### src/rtl/param_ram_pkg.sv
// Shared definitions for the parameterised single-port RAM with clear sweep.
// Holds the controller state encoding and the default geometry.
package param_ram_pkg;

  localparam int DEFAULT_DATA_W = 4;
  localparam int DEFAULT_DEPTH  = 4;

  typedef enum logic {
    CLEAR = 1'b0,
    IDLE  = 1'b1
  } state_t;

endpackage

### src/rtl/param_ram_array.sv
// Storage array for param_ram: synchronous write, combinational read, no reset.
// Out-of-range read addresses return zero so non-power-of-two depths never index past the array.
module param_ram_array
  import param_ram_pkg::*;
#(
  parameter  int DATA_W = DEFAULT_DATA_W,
  parameter  int DEPTH  = DEFAULT_DEPTH,
  localparam int ADDR_W = $clog2(DEPTH)
) (
  input  logic              clk,
  input  logic              i_we,
  input  logic [ADDR_W-1:0] i_wAddr,
  input  logic [DATA_W-1:0] i_wData,
  input  logic [ADDR_W-1:0] i_rAddr,
  output logic [DATA_W-1:0] o_rData
);

  logic [DATA_W-1:0] r_mem [DEPTH];

  always_ff @(posedge clk) begin
    if (i_we) r_mem[i_wAddr] <= i_wData;
  end

  always_comb begin
    o_rData = '0;
    if ({1'b0, i_rAddr} < (ADDR_W+1)'(DEPTH)) o_rData = r_mem[i_rAddr];
  end

endmodule

### src/rtl/param_ram.sv
// Single-port RAM controller: zero-fill sweep after reset or clear request, then
// one read or write per cycle with range checking and a registered read port.
module param_ram
  import param_ram_pkg::*;
#(
  parameter  int DATA_W = DEFAULT_DATA_W,
  parameter  int DEPTH  = DEFAULT_DEPTH,
  localparam int ADDR_W = $clog2(DEPTH)
) (
  input  logic              clk,
  input  logic              rst,
  input  logic              req,
  input  logic              we,
  input  logic [ADDR_W-1:0] addr,
  input  logic [DATA_W-1:0] data_in,
  input  logic              clr_req,
  output logic              ready,
  output logic [DATA_W-1:0] data_out,
  output logic              rd_valid,
  output logic              err
);

  state_t            r_state, w_nextState;
  logic [ADDR_W-1:0] r_sweepAddr, w_nextSweepAddr;
  logic [DATA_W-1:0] r_dataOut;
  logic              r_rdValid, r_err;

  logic              w_inRange, w_lastSweep, w_reqAccept;
  logic              w_memWe;
  logic [ADDR_W-1:0] w_memAddr;
  logic [DATA_W-1:0] w_memWData, w_memRData;

  assign ready       = (r_state == IDLE);
  assign w_inRange   = ({1'b0, addr} < (ADDR_W+1)'(DEPTH));
  assign w_lastSweep = (r_sweepAddr == ADDR_W'(DEPTH - 1));
  // A clear request takes priority over any access presented on the same edge.
  assign w_reqAccept = ready & req & ~clr_req;

  always_ff @(posedge clk or posedge rst) begin
    if (rst) begin
      r_state     <= CLEAR;
      r_sweepAddr <= '0;
    end else begin
      r_state     <= w_nextState;
      r_sweepAddr <= w_nextSweepAddr;
    end
  end

  always_comb begin
    w_nextState     = r_state;
    w_nextSweepAddr = r_sweepAddr;
    w_memWe         = 1'b0;
    w_memAddr       = addr;
    w_memWData      = data_in;
    case (r_state)
      CLEAR: begin
        w_memWe    = 1'b1;
        w_memAddr  = r_sweepAddr;
        w_memWData = '0;
        if (w_lastSweep) begin
          w_nextState     = IDLE;
          w_nextSweepAddr = '0;
        end else begin
          w_nextSweepAddr = r_sweepAddr + ADDR_W'(1);
        end
      end
      IDLE: begin
        if (clr_req) begin
          w_nextState     = CLEAR;
          w_nextSweepAddr = '0;
        end else if (req && we && w_inRange) begin
          w_memWe = 1'b1;
        end
      end
      default: w_nextState = CLEAR;
    endcase
  end

  always_ff @(posedge clk or posedge rst) begin
    if (rst) begin
      r_dataOut <= '0;
      r_rdValid <= 1'b0;
      r_err     <= 1'b0;
    end else begin
      r_rdValid <= w_reqAccept & ~we & w_inRange;
      r_err     <= w_reqAccept & ~w_inRange;
      if (w_reqAccept && !we && w_inRange) r_dataOut <= w_memRData;
    end
  end

  param_ram_array #(
    .DATA_W(DATA_W),
    .DEPTH (DEPTH)
  ) u_array (
    .clk    (clk),
    .i_we   (w_memWe),
    .i_wAddr(w_memAddr),
    .i_wData(w_memWData),
    .i_rAddr(addr),
    .o_rData(w_memRData)
  );

  assign data_out = r_dataOut;
  assign rd_valid = r_rdValid;
  assign err      = r_err;

endmodule
### config.mk
export PLATFORM = sky130hd
export DESIGN_NAME = param_ram
export DESIGN_NICKNAME = d
export VERILOG_FILES = /design/src/rtl/param_ram_pkg.sv /design/src/rtl/param_ram_array.sv /design/src/rtl/param_ram.sv
export SDC_FILE = /design/constraint.sdc
export NUM_CORES = 1
export LEC_CHECK = 0
export CAP_MARGIN = 40
export CORE_MARGIN = 2
export CORE_UTILIZATION = 40
export DETAILED_ROUTE_END_ITERATION = 8
export PLACE_DENSITY_LB_ADDON = 0.12
export RECOVER_POWER = 50
export SYNTH_ARGS = -nofsm -noshare
export SYNTH_HDL_FRONTEND = slang
export SYNTH_SLANG_ARGS = --single-unit
export TNS_END_PERCENT = 20
### constraint.sdc
create_clock -name clk -period 1.4 [get_ports clk]
set_clock_uncertainty 0.1 [all_clocks]
set_input_delay 0.14 -clock clk [delete_from_list [all_inputs] [get_ports clk]]
set_output_delay 0.14 -clock clk [all_outputs]
set_load 0.01 [all_outputs]
==> summary.md <==
| Metric | Value |
|---|---|
| Most common cell after layout, fill and taps aside | `edfxtp_1` |
| Root buffer cell | `clkbuf_4` |
| Worst Path Required | `1320 ps` |
| Gpl congestion | `~0.71` |
| Netlist cell types | `23` |
| Via density | `~5.0` |
| Pwr Total | `2540 uW` |
| Status | `finished, violations left` |
| Detailed Routing Iterations Pass 1 | `4` |
| First-pass GRT wire length | `~2.7 mm` |
| Yosys top cell area share | `between 40% and 50%` |
| Max clock buf depth | `2` |
| Critical path endpoint category | `flip-flop` |
| DR iter-0 viols | `11` |
| Total grt overflow | `0` |
| Setup violators final | `8` |
| Core Area | `roughly 0.0025 mm2` |
| Area Overhead vs Synth | `36.8%` |
| Post-route ant nets | `0` |
| DP HPWL | `between 1 and 1.5 mm` |
| Max_cap viols | `0` |
| Violated checks | `setup timing` |
| Synth area leader | `edfxtp_1` |
| Minimum clock period | `between 1000 and 1500 ps` |
| Sw Ratio | `a little under a third` |
| Post-DR wirelength/cell | `between 10 and 15 um` |
| Comb power frac | `about 41%` |
| Initial Util | `a little over two fifths` |
| Flops & latches, synth | `24` |
| Number of remaining DRC errors | `0` |
| RSZ-0062 raised after global routing | `true` |
| Layout cells sized above 1 | `between 40% and 50%` |
| HP Class | `input port to flip-flop` |
| Num CTS Buffers | `3` |
| Leakage power | `around 0.00058 uW` |
| Clk slew on worst S/H paths | `roughly 120 ps` |
| Vias in the first global route | `between 500 and 600` |
| H-tree depth | `1` |
| Avg Inst Size Synth | `approximately 16 um2` |
| Clk_lat worst skew | `around 300 ps` |
| Reg power frac | `around 47%` |
| Antenna violations before repair | `0` |
| GR Util All Layers | `around 14%` |
| PortBufs | `16` |
| Die area | `0.00301 mm2` |
| Fin crit share | `104%` |
| Clock sink count | `24` |
| Placed Area | `around 0.0013 mm2` |
| NetSw | `just under 800 uW` |
| Post-Syn Area | `0.00103 mm2` |
| Commonest cells after routing, fill and taps aside | `edfxtp_1, buf_4, dfrtp_1, clkdlybuf4s50_1, dlygate4sd2_1` |
| CP Class | `flip-flop to flip-flop` |
| Max Freq | `approximately 700 MHz` |
| Syn_nets | `75` |
| Max-slew violation count | `0` |
| Final wirelength | `around 1.8 mm` |
| CP startpoint kind | `flip-flop` |
| Maximum vdd drop | `between 0.001 and 0.0015 V` |
| Sequential element share of the synthesized area | `between 60% and 70%` |
| Worst Path Arrival | `approximately 1400 ps` |
| Synth top area cells | `edfxtp_1, dfrtp_1, mux4_2` |
| Total number of vias | `604` |
| Nets | `about 110` |
| WHS | `352 ps` |
| Final instance area | `0.00141 mm2` |
| IO Pins | `18` |
| Synth warn | `0` |
| Post-synthesis cell count | `63` |
| Largest net degree at the start of global routing | `14` |
| Crit path max fanout | `7` |
| Diode count | `0` |
| Worst setup margin | `-50.6 ps` |
| Fin. Hold Viols | `0` |
| Die X | `between 50 and 60 um` |
| Die Y | `54.8 um` |
| Cell row count | `18` |
| CTS tree | `built` |
| PD cells | `~1800 mW/mm2` |
| Final core utilization | `between 50% and 60%` |
| Clock power share | `around an eighth` |
| Internal Pwr Total | `~1800 uW` |
| Setup TNS | `-343 ps` |
==> path summary, 6_finish.rpt <==
kind / slack [ps] / startpoint / cells after the start / endpoint
max: -50 / ready$_DFF_PP0_ / 3 / u_array.r_mem[0][1]$_DFFE_PP_
min: 350 / clr_req / 3 / rd_valid$_DFF_PP0_
max reg2reg: -50 / ready$_DFF_PP0_ / 3 / u_array.r_mem[0][1]$_DFFE_PP_
min reg2reg: 420 / data_out[0]$_DFFE_PP0P_ / 1 / data_out[0]$_DFFE_PP0P_
max in group asynchronous: 260 / rst / 3 / ready$_DFF_PP0_
min in group asynchronous: 670 / rst / 3 / data_out[2]$_DFFE_PP0P_
==> metrics by stage <==
| step | cells | setup slack (ps) |
|---|---|---|
| after floorplan | 63 | -43.5 |
| after CTS | 122 | -106 |
| after global routing | 122 | -100 |
| after detailed placement | 113 | -393 |
| after global placement | 113 | -376 |
| final | 122 | -50.6 |
==> cells in the mapped netlist <==
cell type and instances:
inv_1 3, buf_4 1, edfxtp_1 16, mux2i_1 3
clkbuf_2 1, conb_1 1, nand3b_1 1, buf_2 1
nor4bb_1 2, a21oi_1 1, and4b_1 1, buf_6 1
nand2_1 1, o21ai_0 1, ha_1 1, clkbuf_1 1
mux4_2 4, and2_1 4, nor2_1 5, dfrtp_1 8
o22ai_1 1, mux2_2 1, mux2_4 4
==> registers in the layout, indices dropped and copies added, names as in the netlist <==
name           cells
u_array.r_mem     16
data_out           4
r_sweepAddr        2
rd_valid           1
ready              1
==> layer usage <==
| metal | track usage (%) | vias up | part of all wire [%] |
|---|---|---|---|
| met5 | 0 | - | 0 |
| met2 | 22.2 | 22 | 51 |
| li1 | - | 288 | - |
| met1 | 18.0 | 292 | 43 |
| met3 | 3.28 | 2 | 5.4 |
| met4 | 6.25 | 0 | 1.1 |
==> worst max-delay path: stages (launching register included) <==
cell and delay [ps]:
dfrtp_2 430, buf_6 140, mux2_4 330, nor2_4 160
==> layout make-up <==
class	instances	area, um2
inverters	3	11.3
multi-input cells	31	392
repair buffers	30	265
flip-flops and latches	24	682
clock buffers	4	26.3
well taps	30	37.5
fillers	205	1040
==> timing repair <==
item | 4_1_cts | 5_1_grt
pin swaps | 2 | 2
hold endpoints to repair | 8 | 0
setup endpoints to repair | 26 | 29
gates resized for setup | 15 | 9
hold buffers | 1 | 0
setup buffers | 4 | 0
gates cloned | 0 | 0
==> logic make-up after synthesis <==
group	Yosys count	share of synthesized area [%]
adders and majority gates	1	1.21
and+or+nand+nor	14	8.23
other	1	0.363
buffers and inverters	8	4.24
DFF	24	65.9
AOI/OAI and AO/OA	3	1.57
muxes	12	18.5
==> power groups by stage <==
stage	sequential, uW	combinational (uW)	clock [uW]
after detailed placement	1250	909	0
final	1200	1030	307
after floorplan	1220	571	0
after CTS	1200	973	314
after global placement	1250	898	0
after global routing	1240	1130	347
(Power assumes the default switching activity.)
==> edit 1: new RTL, same flow settings <==
`DEFAULT_DATA_W`: 4 -> 6.
--- a/src/rtl/param_ram_pkg.sv
+++ b/src/rtl/param_ram_pkg.sv
@@ -2,7 +2,7 @@
 // Holds the controller state encoding and the default geometry.
 package param_ram_pkg;
 
-  localparam int DEFAULT_DATA_W = 4;
+  localparam int DEFAULT_DATA_W = 6;
   localparam int DEFAULT_DEPTH  = 4;
 
   typedef enum logic {
Interface: changed (resized data_in and data_out); port bits go from 18 to 22. The function was not compared with the original's and may differ.
==> edit 1 against the unedited design <==
The run still ends with negative setup slack left. Area after synthesis rose by 37%. Final area rose by 34%. Via count rose by 29%. Power rose by 39%. Wire length rose by 34%. Setup slack got worse by 0.074 ns. Sequential cell count rose by 10. First-iteration DRC count rose by 9.1%. Largest cell class unchanged.
==> edit 1: results (changes against the unedited design) <==
==================================================================================
Worst min-delay path category                                         flip-flop to flip-flop
Largest net degree at the start of global routing                               12   -2
Clock-pin slew on the worst setup and hold paths                           0.10 ns   -0.02 ns
Setup Viol. Count Final                                                         30   +22
Metal3 WL                                                              106 microns   +8.2%
Crit path setup slack, layout                                            -0.125 ns   -0.0743 ns
Sequential element share of the synthesized area                             68.5%   +2.6 points
Run status                                                            finished with violations
Critical Path Fanout Max                                                         6   -1
Grt met2 use                                                                 22.5%   +0.28 points
Post-synth EDFFs                                                                24   +8
Place WS                                                                 -0.541 ns   -0.148 ns
Failing checks                                                        negative setup slack
Total of cells resized after clock tree synthesis                               17   +2
Met1 track demand over resource                                              17.7%   -0.35 points
Leading cell types by total area after synthesis                      edfxtp_1 (51%), dfrtp_1 (18%), mux4_2 (9.5%)
Worst skew pair latency                                                    0.32 ns   +0.02 ns
GRT Resource Usage Total                                                     14.1%   +0.16 points
Met2 wire length                                                           1.17 mm   +27%
Global-route wire length before repair                                     4.15 mm   +52%
Number of nets in the layout                                                   134   +28%
Reported leakage power                                                    0.747 nW   +30%
Area fraction in compound gates after synthesis                              1.15%   -0.43 points
VDD IR max                                                                 1.04 mV   +0.86%
CP max-delay cell                                                     clkdlybuf4s50_1
Flip-flop count of the largest register, all copies and words added             24   +8
Worst endpoint data arrival time                                           1.45 ns   +0.08 ns
==================================================================================
edit 1: cell count changes in the layout (fill, tap and decap cells not counted), sizes merged:
cell,delta
edfxtp,+8
dfrtp,+2
mux4,+2
clkdlybuf4s50,+3
clkbuf,+2
clkinvlp,+1
clkinv,+2
mux2,+2
buf,+4
dlygate4sd2,+1
and2,+2
edit 1: final timing paths:
kind                                                 end  slack, ns  cells past startpoint
min                              data_out[4]$_DFFE_PP0P_       0.41                      1
max reg2reg                u_array.r_mem[0][2]$_DFFE_PP_      -0.12                      3
max                        u_array.r_mem[0][2]$_DFFE_PP_      -0.12                      5
min reg2reg                      data_out[4]$_DFFE_PP0P_       0.41                      1
min in group asynchronous        data_out[2]$_DFFE_PP0P_       0.66                      3
max in group asynchronous                ready$_DFF_PP0_       0.27                      3
edit 1: area by class of cell:
type                       instances  area [sq um]
multi-input combinational         37           450
timing repair buffer              39           344
clock buffer                       5          37.5
sequential                        34           972
tap                               46          57.6
clock inverter                     3          16.3
fill                             307          1470
inverter                           3          11.3
edit 1: worst max-delay path: cells and delay by family:
kind / cells / cell delay, ns
buf+inv: 2 / 0.59
compound gates: 1 / 0.15
simple gates: 2 / 0.57
edit 1: power breakdown:
part | switching [mW] | internal (mW) | total, mW | leakage (nW)
Combinational | 0.617 | 0.719 | 1.34 | 0.367
Sequential | 0.134 | 1.56 | 1.69 | 0.352
Clock | 0.308 | 0.186 | 0.495 | 0.0286
edit 1: per-stage QoR:
stage	cells	util [%]	TNS [ns]
CTS	167	56.3	-3.32
detailed placement	156	53.4	-13.32
floorplan	80	-	-1.05
global placement	156	53.4	-13.62
global route	167	56.2	-4.75
finish	167	56.2	-3.06
==> edit 2: new RTL, config.mk and constraints unchanged <==
Without the edit above. Reset style: synchronous (`rst`), changed in 2 clocked blocks.
--- a/src/rtl/param_ram.sv
+++ b/src/rtl/param_ram.sv
@@ -36,7 +36,7 @@
   // A clear request takes priority over any access presented on the same edge.
   assign w_reqAccept = ready & req & ~clr_req;
 
-  always_ff @(posedge clk or posedge rst) begin
+  always_ff @(posedge clk) begin
     if (rst) begin
       r_state     <= CLEAR;
       r_sweepAddr <= '0;
@@ -76,7 +76,7 @@
     endcase
   end
 
-  always_ff @(posedge clk or posedge rst) begin
+  always_ff @(posedge clk) begin
     if (rst) begin
       r_dataOut <= '0;
       r_rdValid <= 1'b0;
Formal check against the unedited RTL: differs if rst is asserted again (counterexample within 10 cycles, from zero or initial values and one cycle with rst high); with rst held inactive, the same outputs for 10 cycles.
==> edit 2 against the unedited design <==
Area after synthesis down 3.1%. Via count up 1.8%. Final area down 5.8%. Sequential cell count unchanged. Sequential share of layout area about the same. Setup slack better by 0.086 ns. Wire length up 0.44%. Critical path depth unchanged.
Power is not compared: it rests on default switching activity, and its combinational part moved more than twofold at a synthesized area within 25%.
==> edit 2: results (changes against the unedited design) <==
==================================================================================
Multi-input comb cells                                                          39   +26%
CP max-delay cell                                                          dfxtp_2
Final Non-Filler Cells                                                         125   +2.5%
Count of buffers added by post-CTS timing repair for setup                       0   -4
Relative area of clock buffers and inverters in the final design             3.95%   +2.1 points
Hold Fails Final Rpt                                                             0   unchanged
Violation count after the first detailed-route iteration                         4   -7
Leading cell types by total area after synthesis                      edfxtp_1 (48%), dfxtp_1 (16%), mux4_2 (9.0%)
Global-route wire length before repair                                     2.87 mm   +5.1%
Mean routed wirelength per cell                                       14.7 microns   -2.0%
Hold-critical path endpoint                                           r_sweepAddr[1]$_SDFFE_PP0P_
Area fraction in compound gates after synthesis                              2.25%   +0.68 points
# diodes                                                                         0   unchanged
Most instantiated cells after synthesis                               edfxtp_1 (16), nor2_1 (9), dfxtp_1 (8)
Via Count                                                                      615   +1.8%
Placed Cells incl. Taps                                                        121   +7.1%
Sequential element share of the synthesized area                             64.0%   -1.9 points
Non-clock inverter total of the final layout                                     0   -3
Time the worst path needs with I/O delays and setup                        1.36 ns   -0.0862 ns
Synth Net Count                                                                 80   +6.7%
R2R Setup Slk                                                              0.04 ns   +0.09 ns
Worst R2R Start                                                       ready$_SDFF_PP0_
Place WS                                                                 -0.332 ns   +0.0612 ns
Multi-input gate area in the final layout                                352 sq um   -10%
Sink Count                                                                      24   unchanged
GRT Resource Usage Total                                                     14.9%   +0.91 points
Capture point of the critical path                                    u_array.r_mem[2][2]$_DFFE_PP_
Maximum cell stage delay along the critical path                           0.37 ns   -0.06 ns
Non-clk bufs                                                                    28   -6.7%
Fraction of the mapped netlist area in adder cells                           1.25%   +0.039 points
FF-to-FF path depth                                                              3   unchanged
Non-Clock Buffer Area Fraction                                               18.6%   -0.15 points
Number of clock buffers in the layout                                            3   -1
Flip-flop count of the largest register, all copies and words added             16   unchanged
Critical Path Fanout Max                                                         4   -3
Share of cell area taken by flip-flops and latches                           48.2%   about the same
Number of nets in the layout                                                   108   +2.9%
VDD IR max                                                                0.952 mV
Worst skew pair latency                                                    0.31 ns
Synthesized area per cell                                               14.7 sq um   -10%
Chip Width                                                            54.0 microns   -1.5%
Drt pass-1 iters                                                                 2   -2
Final worst hold slack                                                    0.174 ns   -0.178 ns
Via count of the first global-routing pass                                     592   +3.9%
Post-synth ARST share                                                           0%   -33 points
Largest net degree at the start of global routing                               15   +1
Run status                                                               completed
Total of cells resized after clock tree synthesis                                7   -8
Post-synthesis cell type count                                                  20   -13%
Routability congestion estimate                                              0.687   -3.3%
Mux share of post-synthesis cell area                                        16.1%   -2.4 points
Share of final-layout standard cells stronger than drive strength 1          25.3%   -15 points
Final HPWL DP                                                              1.42 mm   +6.8%
Fill cells                                                                     219   +6.8%
Worst endpoint data arrival time                                           1.31 ns   -0.06 ns
==================================================================================
[edit 2: changes by cell type after synthesis, moves of 3 or more]
cell      before  now
mux2i_1        3    6
inv_1          3    0
dfxtp_1        0    8
nand2b_1       0    3
mux2_4         4    0
nor2_1         5    9
dfrtp_1        8    0
[edit 2: through the flow]
| stage | instance area (sq um) | TNS [ns] | util [%] |
|---|---|---|---|
| after CTS | 1300 | 0 | 53.5 |
| final | 1330 | 0 | 54.7 |
| after global routing | 1330 | -0.0663 | 54.7 |
| after floorplan | 1000 | -0.323 | - |
| after detailed placement | 1260 | -5.81 | 51.6 |
| after global placement | 1260 | -5.43 | 51.6 |
[edit 2: critical path, delay by kind of cell, from the launching register on]
family,cells,cell delay [ns]
flops,1,0.37
mux,1,0.36
buf+inv,1,0.15
simple gates,1,0.12
[edit 2: metal layers]
metal  wire length [microns]  GRT usage [%]
met5                       0              0
met4                      15           2.50
met3                      81           6.11
met2                     915           25.6
met1                     820           17.8
